**src/rtl/sdr_pkg.sv**
```systemverilog
// Shared SDR definitions: transfer mode encodings, bit-engine state enum and the
// odd-parity helper used to generate and check the I3C T-bit.
package sdr_pkg;

   localparam int unsigned SDR_MODE_W   = 2;
   localparam int unsigned SDR_PARITY_W = 32;

   localparam logic [SDR_MODE_W-1:0] SDR_MODE_TX  = 2'b00;
   localparam logic [SDR_MODE_W-1:0] SDR_MODE_RX  = 2'b01;
   localparam logic [SDR_MODE_W-1:0] SDR_MODE_ACK = 2'b10;

   typedef enum logic [2:0] {
      ST_IDLE,
      ST_WAIT_NEG,
      ST_SHIFT,
      ST_TBIT,
      ST_ACK
   } sdr_bit_state_e;

   // Zero-extension does not change the XOR, so any width up to SDR_PARITY_W fits.
   function automatic logic sdr_odd_parity(input logic [SDR_PARITY_W-1:0] v);
      return ~^v;
   endfunction

endpackage

```
**src/rtl/sdr_bit_engine_if.sv**
```systemverilog
// Command/status bundle between the SDR controller FSM (master) and the bit
// engine (slave).
interface sdr_bit_engine_if
   import sdr_pkg::*;
#(
   parameter int unsigned DATA_W = 8
);
   logic                  i_start;
   logic [SDR_MODE_W-1:0] i_mode;
   logic [DATA_W-1:0]     i_tx_data;
   logic                  i_abort;
   logic [DATA_W-1:0]     o_rx_data;
   logic                  o_busy;
   logic                  o_done;
   logic                  o_parity_err;
   logic                  o_nack;

   modport master (
      output i_start, i_mode, i_tx_data, i_abort,
      input  o_rx_data, o_busy, o_done, o_parity_err, o_nack
   );

   modport slave (
      input  i_start, i_mode, i_tx_data, i_abort,
      output o_rx_data, o_busy, o_done, o_parity_err, o_nack
   );
endinterface

```
**src/rtl/sdr_bit_engine.sv**
```systemverilog
// SDR bit serializer/deserializer driven by SCL edge strobes: TX/RX byte plus
// T-bit, and ACK sampling. Optional macro: SDR_BIT_ENGINE_PARITY_CHECK_EN.
module sdr_bit_engine
   import sdr_pkg::*;
#(
   parameter int unsigned DATA_W = 8
) (
   input  logic                    i_sdr_ctrl_clk,
   input  logic                    i_sdr_ctrl_rst_n,
   input  logic                    i_scl_pos_edge,
   input  logic                    i_scl_neg_edge,
   input  logic                    i_sda,
   output logic                    o_sda,
   output logic                    o_sda_oe,
   sdr_bit_engine_if.slave         cmd_if
);

   localparam int unsigned CNT_W = $clog2(DATA_W + 1);
   localparam logic [CNT_W-1:0] CNT_LAST = CNT_W'(DATA_W - 1);

   sdr_bit_state_e        r_state;
   logic [SDR_MODE_W-1:0] r_mode;
   logic [DATA_W-1:0]     r_tx_data;
   logic [DATA_W-1:0]     r_shift;
   logic [CNT_W-1:0]      r_bit_cnt;
   logic                  r_sda;
   logic                  r_sda_oe;
   logic [DATA_W-1:0]     r_rx_data;
   logic                  r_busy;
   logic                  r_done;
   logic                  r_nack;
   logic                  w_accept;
   logic                  w_tx;
   logic                  w_rx;

   // The done cycle itself refuses a start so the controller sees status first.
   assign w_accept = cmd_if.i_start && !r_busy && !r_done;
   assign w_tx     = (r_mode == SDR_MODE_TX);
   assign w_rx     = (r_mode == SDR_MODE_RX);

   always_ff @(posedge i_sdr_ctrl_clk or negedge i_sdr_ctrl_rst_n) begin
      if (!i_sdr_ctrl_rst_n) begin
         r_state   <= ST_IDLE;
         r_mode    <= SDR_MODE_TX;
         r_tx_data <= '0;
         r_shift   <= '0;
         r_bit_cnt <= '0;
         r_sda     <= 1'b1;
         r_sda_oe  <= 1'b0;
         r_rx_data <= '0;
         r_busy    <= 1'b0;
         r_done    <= 1'b0;
         r_nack    <= 1'b0;
      end else begin
         r_done <= 1'b0;
         if (cmd_if.i_abort) begin
            r_state  <= ST_IDLE;
            r_sda_oe <= 1'b0;
            r_busy   <= 1'b0;
         end else begin
            case (r_state)
               ST_IDLE: begin
                  if (w_accept) begin
                     r_mode    <= (cmd_if.i_mode == SDR_MODE_TX || cmd_if.i_mode == SDR_MODE_RX)
                                  ? cmd_if.i_mode : SDR_MODE_ACK;
                     r_tx_data <= cmd_if.i_tx_data;
                     r_shift   <= cmd_if.i_tx_data;
                     r_bit_cnt <= '0;
                     r_nack    <= 1'b0;
                     r_busy    <= 1'b1;
                     r_state   <= ST_WAIT_NEG;
                  end else if (i_scl_neg_edge) begin
                     r_sda_oe <= 1'b0;
                  end
               end
               ST_WAIT_NEG: begin
                  if (i_scl_neg_edge) begin
                     if (w_tx) begin
                        r_sda    <= r_shift[DATA_W-1];
                        r_shift  <= {r_shift[DATA_W-2:0], 1'b0};
                        r_sda_oe <= 1'b1;
                        r_state  <= ST_SHIFT;
                     end else begin
                        r_sda_oe <= 1'b0;
                        r_state  <= w_rx ? ST_SHIFT : ST_ACK;
                     end
                  end
               end
               ST_SHIFT: begin
                  if (i_scl_pos_edge) begin
                     if (w_rx)
                        r_shift <= {r_shift[DATA_W-2:0], i_sda};
                     r_bit_cnt <= r_bit_cnt + 1'b1;
                     if (r_bit_cnt == CNT_LAST)
                        r_state <= ST_TBIT;
                  end else if (i_scl_neg_edge && w_tx) begin
                     r_sda   <= r_shift[DATA_W-1];
                     r_shift <= {r_shift[DATA_W-2:0], 1'b0};
                  end
               end
               ST_TBIT: begin
                  if (i_scl_neg_edge && w_tx) begin
                     r_sda <= sdr_odd_parity(SDR_PARITY_W'(r_tx_data));
                  end else if (i_scl_pos_edge) begin
                     r_bit_cnt <= r_bit_cnt + 1'b1;
                     if (w_rx)
                        r_rx_data <= r_shift;
                     r_done  <= 1'b1;
                     r_busy  <= 1'b0;
                     r_state <= ST_IDLE;
                  end
               end
               ST_ACK: begin
                  if (i_scl_pos_edge) begin
                     r_nack  <= i_sda;
                     r_done  <= 1'b1;
                     r_busy  <= 1'b0;
                     r_state <= ST_IDLE;
                  end
               end
               default: r_state <= ST_IDLE;
            endcase
         end
      end
   end

`ifdef SDR_BIT_ENGINE_PARITY_CHECK_EN
   logic r_parity_err;

   always_ff @(posedge i_sdr_ctrl_clk or negedge i_sdr_ctrl_rst_n) begin
      if (!i_sdr_ctrl_rst_n) begin
         r_parity_err <= 1'b0;
      end else if (cmd_if.i_abort) begin
         r_parity_err <= r_parity_err;
      end else if (r_state == ST_IDLE && w_accept) begin
         r_parity_err <= 1'b0;
      end else if (r_state == ST_TBIT && i_scl_pos_edge && w_rx) begin
         r_parity_err <= (i_sda != sdr_odd_parity(SDR_PARITY_W'(r_shift)));
      end
   end

   assign cmd_if.o_parity_err = r_parity_err;
`else
   assign cmd_if.o_parity_err = 1'b0;
`endif

   assign o_sda            = r_sda;
   assign o_sda_oe         = r_sda_oe;
   assign cmd_if.o_rx_data = r_rx_data;
   assign cmd_if.o_busy    = r_busy;
   assign cmd_if.o_done    = r_done;
   assign cmd_if.o_nack    = r_nack;

   a_no_dual_edge: assert property (
      @(posedge i_sdr_ctrl_clk) disable iff (!i_sdr_ctrl_rst_n)
      !(i_scl_pos_edge && i_scl_neg_edge));

endmodule
```
**src/flat_wrapper.sv**
```systemverilog
// flat-port wrapper written by rule: the top's interface ports become plain ports
module sdr_bit_engine_flat import sdr_pkg::*;
#(
   parameter int unsigned DATA_W = 8
)
  (i_sdr_ctrl_clk, i_sdr_ctrl_rst_n, i_scl_pos_edge, i_scl_neg_edge, i_sda, o_sda, o_sda_oe, cmd_if_i_start, cmd_if_i_mode, cmd_if_i_tx_data, cmd_if_i_abort, cmd_if_o_rx_data, cmd_if_o_busy, cmd_if_o_done, cmd_if_o_parity_err, cmd_if_o_nack);
  sdr_bit_engine_if #(.DATA_W(DATA_W)) cmd_if_i ();
  input  logic i_sdr_ctrl_clk;
  input  logic i_sdr_ctrl_rst_n;
  input  logic i_scl_pos_edge;
  input  logic i_scl_neg_edge;
  input  logic i_sda;
  output logic o_sda;
  output logic o_sda_oe;
  input wire logic [$bits(cmd_if_i.i_start)-1:0] cmd_if_i_start;
  input wire logic [$bits(cmd_if_i.i_mode)-1:0] cmd_if_i_mode;
  input wire logic [$bits(cmd_if_i.i_tx_data)-1:0] cmd_if_i_tx_data;
  input wire logic [$bits(cmd_if_i.i_abort)-1:0] cmd_if_i_abort;
  output wire logic [$bits(cmd_if_i.o_rx_data)-1:0] cmd_if_o_rx_data;
  output wire logic [$bits(cmd_if_i.o_busy)-1:0] cmd_if_o_busy;
  output wire logic [$bits(cmd_if_i.o_done)-1:0] cmd_if_o_done;
  output wire logic [$bits(cmd_if_i.o_parity_err)-1:0] cmd_if_o_parity_err;
  output wire logic [$bits(cmd_if_i.o_nack)-1:0] cmd_if_o_nack;
  assign cmd_if_i.i_start = cmd_if_i_start;
  assign cmd_if_i.i_mode = cmd_if_i_mode;
  assign cmd_if_i.i_tx_data = cmd_if_i_tx_data;
  assign cmd_if_i.i_abort = cmd_if_i_abort;
  assign cmd_if_o_rx_data = cmd_if_i.o_rx_data;
  assign cmd_if_o_busy = cmd_if_i.o_busy;
  assign cmd_if_o_done = cmd_if_i.o_done;
  assign cmd_if_o_parity_err = cmd_if_i.o_parity_err;
  assign cmd_if_o_nack = cmd_if_i.o_nack;
  sdr_bit_engine #(.DATA_W(DATA_W)) u_core (.i_sdr_ctrl_clk(i_sdr_ctrl_clk), .i_sdr_ctrl_rst_n(i_sdr_ctrl_rst_n), .i_scl_pos_edge(i_scl_pos_edge), .i_scl_neg_edge(i_scl_neg_edge), .i_sda(i_sda), .o_sda(o_sda), .o_sda_oe(o_sda_oe), .cmd_if(cmd_if_i));
endmodule
```
**config.mk**
```make
export PLATFORM = sky130hd
export DESIGN_NAME = sdr_bit_engine_flat
export DESIGN_NICKNAME = d
export VERILOG_FILES = /design/src/rtl/sdr_pkg.sv /design/src/rtl/sdr_bit_engine_if.sv /design/src/rtl/sdr_bit_engine.sv /design/src/flat_wrapper.sv
export SDC_FILE = /design/constraint.sdc
export NUM_CORES = 1
export LEC_CHECK = 0
export ABC_AREA = 1
export BUFFER_PORTS_ARGS = -buffer_cell sky130_fd_sc_hd__buf_2
export CORE_MARGIN = 2
export CORE_UTILIZATION = 35
export CTS_CLUSTER_SIZE = 40
export DETAILED_ROUTE_END_ITERATION = 6
export MAX_ROUTING_LAYER = met4
export PLACE_DENSITY = 0.54
export RECOVER_POWER = 25
export SLEW_MARGIN = 40
export SYNTH_ARGS = -nofsm -noshare
export SYNTH_HDL_FRONTEND = slang
export SYNTH_SLANG_ARGS = --single-unit
```
**constraint.sdc**
```tcl
create_clock -name i_sdr_ctrl_clk -period 4.38 [get_ports i_sdr_ctrl_clk]
set_clock_uncertainty 0.15 [all_clocks]
set_input_delay 0.876 -clock i_sdr_ctrl_clk [delete_from_list [all_inputs] [get_ports i_sdr_ctrl_clk]]
set_output_delay 0.876 -clock i_sdr_ctrl_clk [all_outputs]
set_load 0.03 [all_outputs]
```
==> flow_metrics.py, run 1 <==
metrics = {
    "status": {
        "status": "finished, violations left",
        "violations": "max-capacitance violations, max-slew violations",
    },
    "grt": {
        "grt-ovfl-total": 0,
        "grt_use_total": 0.142,
        "grt_pass1_vias": 1629,
        "grt_pass1_wl_mm": 7.71,
        "grt_start_max_net_pins": 39,
        "antenna_found_initial": 0,
    },
    "clocking": {
        "holdBufCountCts": 0,
        "post_cts_buffers": 0,
        "clk_pin_slew_ns": 0.08,
        "htree_levels": 2,
        "cts_buffers": 5,
        "worst_skew_pair.late_latency_ns": 0.30,
        "max-clock-path-buffers": 2,
        "cts_root_buffer": "clkbuf_8",
        "cts.sinks": 38,
        "cts_tree": "done",
        "cts_resized": 0,
    },
    "hold_path": {
        "hold_path_depth": 2,
        "hp-class": "reg -> reg",
        "hold_path_end": "u_core.cmd_if.o_rx_data[7]$_DFFE_PN0P_",
        "min_from": "u_core.cmd_if.o_rx_data[7]$_DFFE_PN0P_",
    },
    "pwr": {
        "p_clk_frac": 0.171,
        "p_per_area_nw_per_um2": 621,
        "cell_internal_pwr_uw": 826,
        "swShare": 0.463,
        "p_leak_uw": 0.00128,
        "irDropWorstVdd_mv": 0.200,
        "p_sw_uw": 711,
        "p_seq_frac": 0.362,
        "pwr-share-comb": 0.467,
    },
    "timing": {
        "layout_min_cycle_time_ns": 2.46,
        "slew_viol_final": 39,
        "setup_viol": 0,
        "worstMarginPinSlew_ns": 2.02,
        "fmax_mhz": 407,
        "maxSlewHeadroom": -0.349,
        "post-route-period-util": 0.561,
        "hold_viol_final": 0,
        "fin_setup_tns_ns": 0,
        "rsz0062_at_grt": "no",
    },
    "logic_synthesis": {
        "syn_area_sq_um": 2220,
        "ys_warn_count": 0,
        "synth_top_area_share": 0.416,
        "ys_seq_area_frac": 0.428,
        "synth.ff_latch_count": 38,
        "syn_nets": 300,
        "synthCells": 282,
        "synth.largest_area_cell": "dfrtp_1",
        "ys_types": 33,
        "ys_top_cells_by_area": "dfrtp_1 (42%), nand2_1 (14%), o21ai_2 (5.5%), nor2_1 (4.6%), inv_1 (4.4%)",
        "synth.avg_cell_area_sq_um": 7.89,
    },
    "finish": {
        "fillers": 675,
        "final_cell_area_sq_um": 2470,
        "layout.nets": 327,
        "diodes": 0,
        "layout-drive-gt1-share": 0.274,
        "syn_to_final_growth_pct": 11.2,
    },
    "placed_design": {
        "portBuffers": 29,
        "dpl_cell_area_sq_um": 2380,
        "gp_congestion": 0.800,
        "hpwl_mm": 3.38,
    },
    "floorplan": {
        "die_area_sq_um": 7010,
        "die_w_um": 83.7,
        "start_util": 0.356,
        "io_pins": 31,
        "die_y_um": 83.7,
        "coreArea_sq_um": 6240,
        "rows": 29,
    },
    "route": {
        "dr_total_vias": 1751,
        "ant_nets": 0,
        "drt_iter0_drc": 98,
        "wire_per_inst_um": 11.7,
        "via_per_inst": 4.52,
        "drt-total-wl_mm": 4.52,
        "drtPass1Iterations": 4,
        "drc": 0,
    },
    "critical_path": {
        "reg2reg_slack_ns": 2.47,
        "regToRegEndpoint": "u_core.o_sda_oe$_DFFE_PN0P_",
        "r2r_cells": 7,
        "worstPathBufferInverterCount": 1,
        "crit_chain": "clkbuf_1",
        "cp-start-kind": "input port",
        "r2r-start": "u_core.r_state[2]$_DFFE_PN0P_",
        "crit_family": "buffers and inverters",
        "critPathCaptureType": "asynchronous set/reset pin",
        "crit_fanout": 38,
        "critPathMaxStageDelay_ns": 1.42,
        "arrival_ns": 2.31,
        "crit_type": "in -> async",
        "cp_data_required_time_ns": 4.24,
        "cp_slowest_cell": "clkbuf_1",
    },
    "job": {
        "drv_cap": 1,
    },
}
[Yosys cell counts, drive strengths merged]
| library cell | number |
|---|---|
| a21oi | 19 |
| buf | 8 |
| nor2 | 36 |
| inv | 31 |
| o2111ai | 1 |
| dfstp | 1 |
| o31ai | 1 |
| nor3 | 2 |
| xor2 | 2 |
| a22o | 1 |
| clkbuf | 1 |
| dfrtp | 37 |
| nand3b | 1 |
| nand4 | 2 |
| conb | 1 |
| a22oi | 1 |
| nand3 | 17 |
| ha | 1 |
| nand2 | 96 |
| o21ai | 22 |
| or2 | 1 |
[registers in the layout, summed over array words and instances, names as in the netlist]
signal and count:
u_core.cmd_if.o_busy 1, u_core.cmd_if.o_done 1, u_core.cmd_if.o_nack 1, u_core.cmd_if.o_rx_data 8
u_core.o_sda 1, u_core.o_sda_oe 1, u_core.r_bit_cnt 4, u_core.r_mode 2
u_core.r_shift 8, u_core.r_state 3, u_core.r_tx_data 8
[placed cells by master (no fill, tap or decap), types with 2 or more instances in the layout]
cell / n
clkbuf_8: 6
nor3_1: 2
nand2_4: 5
o21ai_0: 7
nand2_2: 10
inv_1: 26
a21oi_1: 19
o21ai_2: 14
xor2_1: 2
nand2_1: 81
dfrtp_1: 37
inv_2: 4
nor2_1: 27
nand3_2: 2
nand3_1: 15
nor2_2: 5
buf_2: 28
nor2_4: 4
[routing by layer]
metal / part of all wire / routed length, um / GRT usage / up-vias
met2: 0.41 / 1870 / 0.196 / 23
li1: - / - / - / 942
met5: 0 / 0 / - / -
met4: 0.017 / 76 / 0.0528 / 0
met3: 0.025 / 111 / 0.0297 / 6
met1: 0.55 / 2470 / 0.204 / 780
[layout make-up]
type | instances | area [sq um] | area share
clock buffers | 6 | 82.6 | 0.0334
clock inverters | 2 | 12.5 | 0.00506
inverters | 31 | 119 | 0.0481
multi-input cells | 204 | 1070 | 0.431
flip-flops and latches | 38 | 952 | 0.385
well taps | 77 | 96.3 | 0.0389
repair buffers | 29 | 144 | 0.0582
[power by group through the flow]
stage	Sequential, uW	Combinational, uW	Clock [uW]
after floorplan	555	625	0
after global routing	572	816	285
final	557	718	262
after global placement	563	718	0
after CTS	556	729	272
after detailed placement	562	725	0
[how the worst max path moves through the flow]
stage	from	end	slack, ns	depth (start not counted)
after floorplan	cmd_if_i_abort	u_core.r_mode[0]$_DFFE_PN0P_	2.40	7
after global placement	cmd_if_i_abort	u_core.r_mode[0]$_DFFE_PN0P_	2.05	6
after detailed placement	cmd_if_i_abort	u_core.o_sda_oe$_DFFE_PN0P_	1.98	8
after CTS	cmd_if_i_abort	u_core.r_mode[0]$_DFFE_PN0P_	2.30	7
after global routing	i_sdr_ctrl_rst_n	u_core.r_tx_data[1]$_DFFE_PN0P_	1.48	1
final	i_sdr_ctrl_rst_n	u_core.r_shift[4]$_DFFE_PN0P_	1.92	1
[per-stage QoR]
| stage | std cells | hold WS, ns | power [uW] | setup WS [ns] | utilization |
|---|---|---|---|---|---|
| after floorplan | 282 | 0.303 | 1180 | 2.40 | - |
| after global placement | 379 | 0.304 | 1280 | 2.05 | 0.381 |
| after detailed placement | 379 | 0.311 | 1290 | 1.98 | 0.382 |
| after CTS | 387 | 0.330 | 1560 | 2.30 | 0.397 |
| after global routing | 387 | 0.350 | 1670 | 1.48 | 0.396 |
| final | 387 | 0.325 | 1540 | 1.92 | 0.396 |
[kinds of logic after synthesis]
family,after synthesis,synth area share
xor+xnor,2,0.00788
flops,38,0.428
fa+ha+maj,1,0.00562
other cells,1,0.00169
simple gates,155,0.332
buf+inv,40,0.0922
compound gates,45,0.133
Note: power is estimated with default switching activity, not from simulation.
==> run 2, diff against run 1 <==
clock period = 2.55 ns   (was 4.38 ns; I/O delays follow)
==> run 2 against run 1 <==
  * The run now ends clean
  * Worst setup slack worse by 1.3 ns
  * Total power is 77% higher
  * Sequential cell count unchanged
  * First-iteration DRC count decreased by 30%
  * Critical path type unchanged
  * Largest cell class unchanged
==> flow_metrics.py, run 2 (synthesis results as in run 1) <==
metrics = {
    "critical_path": {
        "crit_fanout": 14,
        "cp-start-kind": "input port",
        "arrival_ns": 2.13,
        "crit_type": "in -> async",
        "cp_data_required_time_ns": 2.79,
        "critPathCaptureType": "asynchronous set/reset pin",
    },
    "route": {
        "drt-total-wl_mm": 4.57,
        "drt_iter0_drc": 69,
        "ant_nets": 0,
        "wire_per_inst_um": 11.7,
        "dr_total_vias": 1746,
        "drc": 0,
        "drtPass1Iterations": 4,
        "via_per_inst": 4.49,
    },
    "timing": {
        "rsz0062_at_grt": "no",
        "maxSlewHeadroom": 0.489,
        "layout_min_cycle_time_ns": 1.89,
        "worstMarginPinSlew_ns": 0.767,
        "slew_viol_final": 0,
        "setup_viol": 0,
        "post-route-period-util": 0.740,
        "fin_setup_tns_ns": 0,
        "fmax_mhz": 530,
        "hold_viol_final": 0,
        "whs_ns": 0.288,
    },
    "floorplan": {
        "die_y_um": 83.7,
        "rows": 29,
        "coreArea_sq_um": 6240,
        "die_area_sq_um": 7010,
        "die_w_um": 83.7,
        "io_pins": 31,
        "start_util": 0.356,
    },
    "placed_design": {
        "dp.cells": 381,
        "dpl_cell_area_sq_um": 2390,
        "gp_congestion": 0.814,
        "portBuffers": 29,
        "hpwl_mm": 3.51,
    },
    "clocking": {
        "cts.sinks": 38,
        "worst_skew_pair.late_latency_ns": 0.29,
        "cts_tree": "done",
        "max-clock-path-buffers": 2,
        "cts_buffers": 5,
        "htree_levels": 2,
        "cts_root_buffer": "clkbuf_8",
        "post_cts_buffers": 0,
        "clk_pin_slew_ns": 0.07,
    },
    "grt": {
        "grt-ovfl-total": 0,
        "global_route.usage.met3": 0.0257,
        "antenna_found_initial": 0,
        "grt_start_max_net_pins": 22,
        "grtUsageMet1": 0.214,
        "grt_pass1_wl_mm": 7.98,
        "grt_pass1_vias": 1645,
        "grt_use_total": 0.146,
        "grt_use_met2": 0.202,
        "top_usage_layer": "met1",
    },
    "finish": {
        "final_cell_area_sq_um": 2510,
        "layout-drive-gt1-share": 0.272,
        "final_common_cell": "nand2_1",
        "final_cell_mix": "nand2_1 (81), dfrtp_1 (37), buf_2 (28)",
        "syn_to_final_growth_pct": 12.9,
        "layout.cells.non_filler": 389,
        "layout.nets": 330,
        "diodes": 0,
    },
    "pwr": {
        "p_per_area_nw_per_um2": 1080,
        "p_total_uw": 2730,
        "irDropWorstVdd_mv": 0.348,
        "p_leak_uw": 0.00130,
    },
    "hold_path": {
        "hp-class": "in -> reg",
    },
    "job": {
        "drv_cap": 0,
    },
    "status": {
        "status": "complete, no violations",
    },
}
run 2: changes by cell type in the layout (fill, tap and decap cells not counted), sizes merged:
cell and change:
buf +1, bufinv +1, clkbuf +1, clkinv -1, clkinvlp -1, dlygate4sd3 +1
run 2: path summary, 6_finish.rpt:
path / from / endpoint / cells after the start / slack, ns
setup reg to reg: u_core.r_state[2]$_DFFE_PN0P_ / u_core.o_sda_oe$_DFFE_PN0P_ / 7 / 0.66
hold / removal: cmd_if_i_mode[0] / u_core.r_mode[0]$_DFFE_PN0P_ / 2 / 0.29
hold reg to reg: u_core.cmd_if.o_rx_data[7]$_DFFE_PN0P_ / u_core.cmd_if.o_rx_data[7]$_DFFE_PN0P_ / 2 / 0.32
setup / recovery: i_sdr_ctrl_rst_n / u_core.cmd_if.o_rx_data[6]$_DFFE_PN0P_ / 3 / 0.66
max in group i_sdr_ctrl_clk: u_core.r_state[2]$_DFFE_PN0P_ / u_core.o_sda_oe$_DFFE_PN0P_ / 7 / 0.66
min in group asynchronous: i_sdr_ctrl_rst_n / u_core.r_bit_cnt[3]$_DFFE_PN0P_ / 2 / 0.64
run 2: stage by stage:
step           worst slack, ns  utilization
2_1_floorplan            0.931            -
3_3_place_gp             0.585        0.384
3_5_place_dp             0.549        0.384
4_1_cts                  0.666        0.403
5_1_grt                  0.381        0.403
6_report                 0.662        0.403
run 2: cell type report:
| class | instances | area (sq um) |
|---|---|---|
| Clock buffer | 6 | 82.6 |
| Tap cell | 77 | 96.3 |
| Fill cell | 666 | 3730 |
| Multi-Input combinational cell | 204 | 1070 |
| Clock inverter | 1 | 30.0 |
| Inverter | 31 | 119 |
| Sequential cell | 38 | 952 |
| Timing Repair Buffer | 32 | 165 |
run 2: layer usage:
metal	vias up	share of wire	wire [um]
li1	948	-	-
met1	762	0.54	2480
met2	30	0.40	1840
met3	6	0.039	176
met4	0	0.016	72
met5	-	0	0
run 2: critical path, cell delays in order:
cell and delay [ns]:
dlygate4sd3_1 0.52, clkbuf_1 0.58, clkbuf_1 0.51
run 2: power by group:
part | switching (uW) | internal, uW | leakage (uW)
Clock | 214 | 313 | 0.0000573
Sequential | 168 | 789 | 0.000483
Combinational | 827 | 415 | 0.000763
Total | 1210 | 1520 | 0.00130
run 2: timing repair:
item	CTS	global route
resized for setup	0	0
hold buffers	1	0
endpoints found under the hold margin	12	0
==> run 3, diff against run 2 <==
ABC_AREA = 0   (was 1)
PLACE_DENSITY = 0.55   (was 0.54)
clock period = 1.84 ns   (was 2.55 ns; I/O delays follow)
==> run 3 against run 2 <==
  * The run now ends with negative setup slack left
  * Die area down 12%
  * Cell count is 15% lower
  * Largest cell class unchanged
  * Synthesized area down 12%
  * Total power increased by 69%
  * Highest routed layer unchanged
  * Sequential share of layout area shrank 2.3 points
  * Global-route usage is 3.1 points higher
  * Hold slack lost 0.15 ns
  * Count of clock-buffer cells in the layout is the same
  * Utilization is 9.1 points higher
  * Final area increased by 6.9%
  * Clock power is 65% higher
  * First-iteration DRC count increased by 54%
==> flow_metrics.py, run 3 <==
metrics = {
    "status": {
        "violations": "negative setup slack",
        "status": "finished, violations left",
    },
    "logic_synthesis": {
        "ys_seq_area_frac": 0.487,
        "synth_top_area_share": 0.474,
        "yosysMostFrequentCell": "nand2_1",
        "synthCells": 194,
        "ys_top_cells_by_area": "dfrtp_1 (47%), nand2_1 (8.3%), mux2_2 (6.3%), mux2i_1 (4.1%), xnor2_1 (3.1%)",
        "syn_area_sq_um": 1950,
        "syn_nets": 212,
        "synth.ff_latch_count": 38,
        "ys_types": 47,
        "synthArstFlopShare": 1.00,
        "ys.flop_type": "dfrtp_1",
        "synth.avg_cell_area_sq_um": 10.1,
        "synth_common_cells": "nand2_1 (43), dfrtp_1 (37), o21ai_0 (12), mux2_2 (11)",
        "ys_warn_count": 0,
        "synth.largest_area_cell": "dfrtp_1",
        "synth_edf_count": 0,
    },
    "grt": {
        "grt_use_total": 0.177,
        "grt_pass1_wl_mm": 8.17,
        "grt_start_max_net_pins": 21,
        "antenna_found_initial": 0,
        "grt_pass1_vias": 1728,
        "grt-ovfl-total": 0,
    },
    "critical_path": {
        "crit_fanout": 5,
        "crit_type": "reg -> reg",
        "arrival_ns": 2.00,
        "cp-start-kind": "flop",
        "critPathCaptureType": "flop",
        "cp_data_required_time_ns": 1.87,
    },
    "timing": {
        "rsz0062_at_grt": "yes",
        "fmax_mhz": 507,
        "whs_ns": 0.139,
        "post-route-period-util": 1.07,
        "maxSlewHeadroom": 0.544,
        "layout_min_cycle_time_ns": 1.97,
        "setup_viol": 27,
        "worstMarginPinSlew_ns": 0.684,
        "slew_viol_final": 0,
        "hold_viol_final": 0,
        "layout_setup_ws_ns": -0.134,
        "fin_setup_tns_ns": -1.41,
    },
    "pwr": {
        "irDropWorstVdd_mv": 0.785,
        "pwr-share-comb": 0.513,
        "swShare": 0.366,
        "p_leak_uw": 0.00133,
        "p_seq_frac": 0.297,
        "p_clk_frac": 0.189,
        "p_per_area_nw_per_um2": 1710,
        "p_sw_uw": 1680,
        "cell_internal_pwr_uw": 2910,
    },
    "placed_design": {
        "hpwl_mm": 3.33,
        "gp_congestion": 0.831,
        "dpl_cell_area_sq_um": 2430,
        "portBuffers": 29,
    },
    "clocking": {
        "clk_pin_slew_ns": 0.07,
        "cts_buffers": 5,
        "cts_root_buffer": "clkbuf_8",
        "cts_tree": "done",
        "htree_levels": 2,
        "cts.sinks": 38,
        "max-clock-path-buffers": 2,
        "worst_skew_pair.late_latency_ns": 0.28,
    },
    "finish": {
        "final_common_cell": "nand2_1",
        "fillers": 540,
        "final_cell_area_sq_um": 2690,
        "syn_to_final_growth_pct": 37.5,
        "diodes": 0,
        "layout.nets": 277,
        "layout-drive-gt1-share": 0.419,
        "final_cell_mix": "nand2_1 (43), dfrtp_1 (34), buf_4 (30)",
    },
    "route": {
        "dr_total_vias": 1622,
        "wire_per_inst_um": 14.3,
        "drtPass1Iterations": 4,
        "drt-total-wl_mm": 4.73,
        "via_per_inst": 4.89,
        "drc": 0,
        "ant_nets": 0,
        "drt_iter0_drc": 106,
    },
    "floorplan": {
        "start_util": 0.359,
        "die_w_um": 78.7,
        "io_pins": 31,
        "die_area_sq_um": 6200,
        "coreArea_sq_um": 5440,
        "die_y_um": 78.7,
        "rows": 27,
    },
    "hold_path": {
        "hp-class": "in -> reg",
    },
    "job": {
        "drv_cap": 0,
    },
}
run 3: area by class of cell:
cell class	count	area, sq um	share of cell area
clock inverter	2	60.1	0.0224
multi-input combinational	142	1010	0.375
inverter	4	15.0	0.00559
timing repair buffer	68	475	0.177
clock buffer	6	82.6	0.0307
tap	72	90.1	0.0335
sequential	38	956	0.356
run 3: metrics by stage:
| step | utilization | setup WS [ns] | total power (uW) | instances |
|---|---|---|---|---|
| final | 0.494 | -0.134 | 4590 | 332 |
| after floorplan | - | -0.111 | 2710 | 194 |
| after detailed placement | 0.446 | -0.168 | 3490 | 318 |
| after global routing | 0.494 | -0.198 | 4970 | 332 |
| after global placement | 0.446 | -0.155 | 3480 | 318 |
| after CTS | 0.487 | -0.133 | 4560 | 331 |
run 3: worst max-delay path: stages, from the launching register on:
cell       delay (ns)
dfrtp_2          0.40
or3b_4           0.43
a21boi_4         0.23
o2111ai_4        0.16
buf_4            0.19
buf_6            0.11
a21o_2           0.19
run 3: kinds of logic after synthesis:
kind of cell / Yosys count / synth area share
flops: 38 / 0.487
mux: 19 / 0.104
fa+ha+maj: 1 / 0.00640
simple gates: 79 / 0.197
compound gates: 35 / 0.135
xor+xnor: 7 / 0.0314
buf+inv: 14 / 0.0365
other cells: 1 / 0.00192
run 3: timing repair:
action                                  in CTS  in global routing
buffers inserted                             3                  2
gates resized for setup                     11                 14
cloned                                       1                  0
endpoints found under the setup margin      27                 32
hold endpoints to repair                     8                  0
hold buffers                                 1                  0
pin swaps                                    1                  0
run 3: power groups by stage:
stage	sequential (uW)	combinational [uW]	clock [uW]
final	1360	2360	870
after global routing	1410	2610	947
after CTS	1360	2300	899
after detailed placement	1380	2110	0
after global placement	1380	2110	0
after floorplan	1450	1260	0
run 3: routing by layer:
metal / wire length (um) / vias up / global-route usage
li1: - / 804 / -
met1: 2150 / 768 / 0.215
met2: 2290 / 37 / 0.292
met3: 175 / 13 / 0.0398
met4: 115 / 0 / 0.0596
met5: 0 / - / -
run 3: final timing paths:
kind	from	end	slack, ns	cells after the start
setup / recovery	u_core.cmd_if.o_done$_DFF_PN0_	u_core.r_bit_cnt[0]$_DFFE_PN0P_	-0.13	6
hold / removal	cmd_if_i_tx_data[2]	u_core.r_tx_data[2]$_DFFE_PN0P_	0.14	3
setup reg to reg	u_core.cmd_if.o_done$_DFF_PN0_	u_core.r_bit_cnt[0]$_DFFE_PN0P_	-0.13	6
hold reg to reg	u_core.r_tx_data[4]$_DFFE_PN0P_	u_core.r_tx_data[4]$_DFFE_PN0P_	0.34	2
max in group asynchronous	i_sdr_ctrl_rst_n	u_core.r_tx_data[2]$_DFFE_PN0P_	0.34	3
min in group asynchronous	i_sdr_ctrl_rst_n	u_core.r_bit_cnt[3]$_DFFE_PN0P_	0.48	2
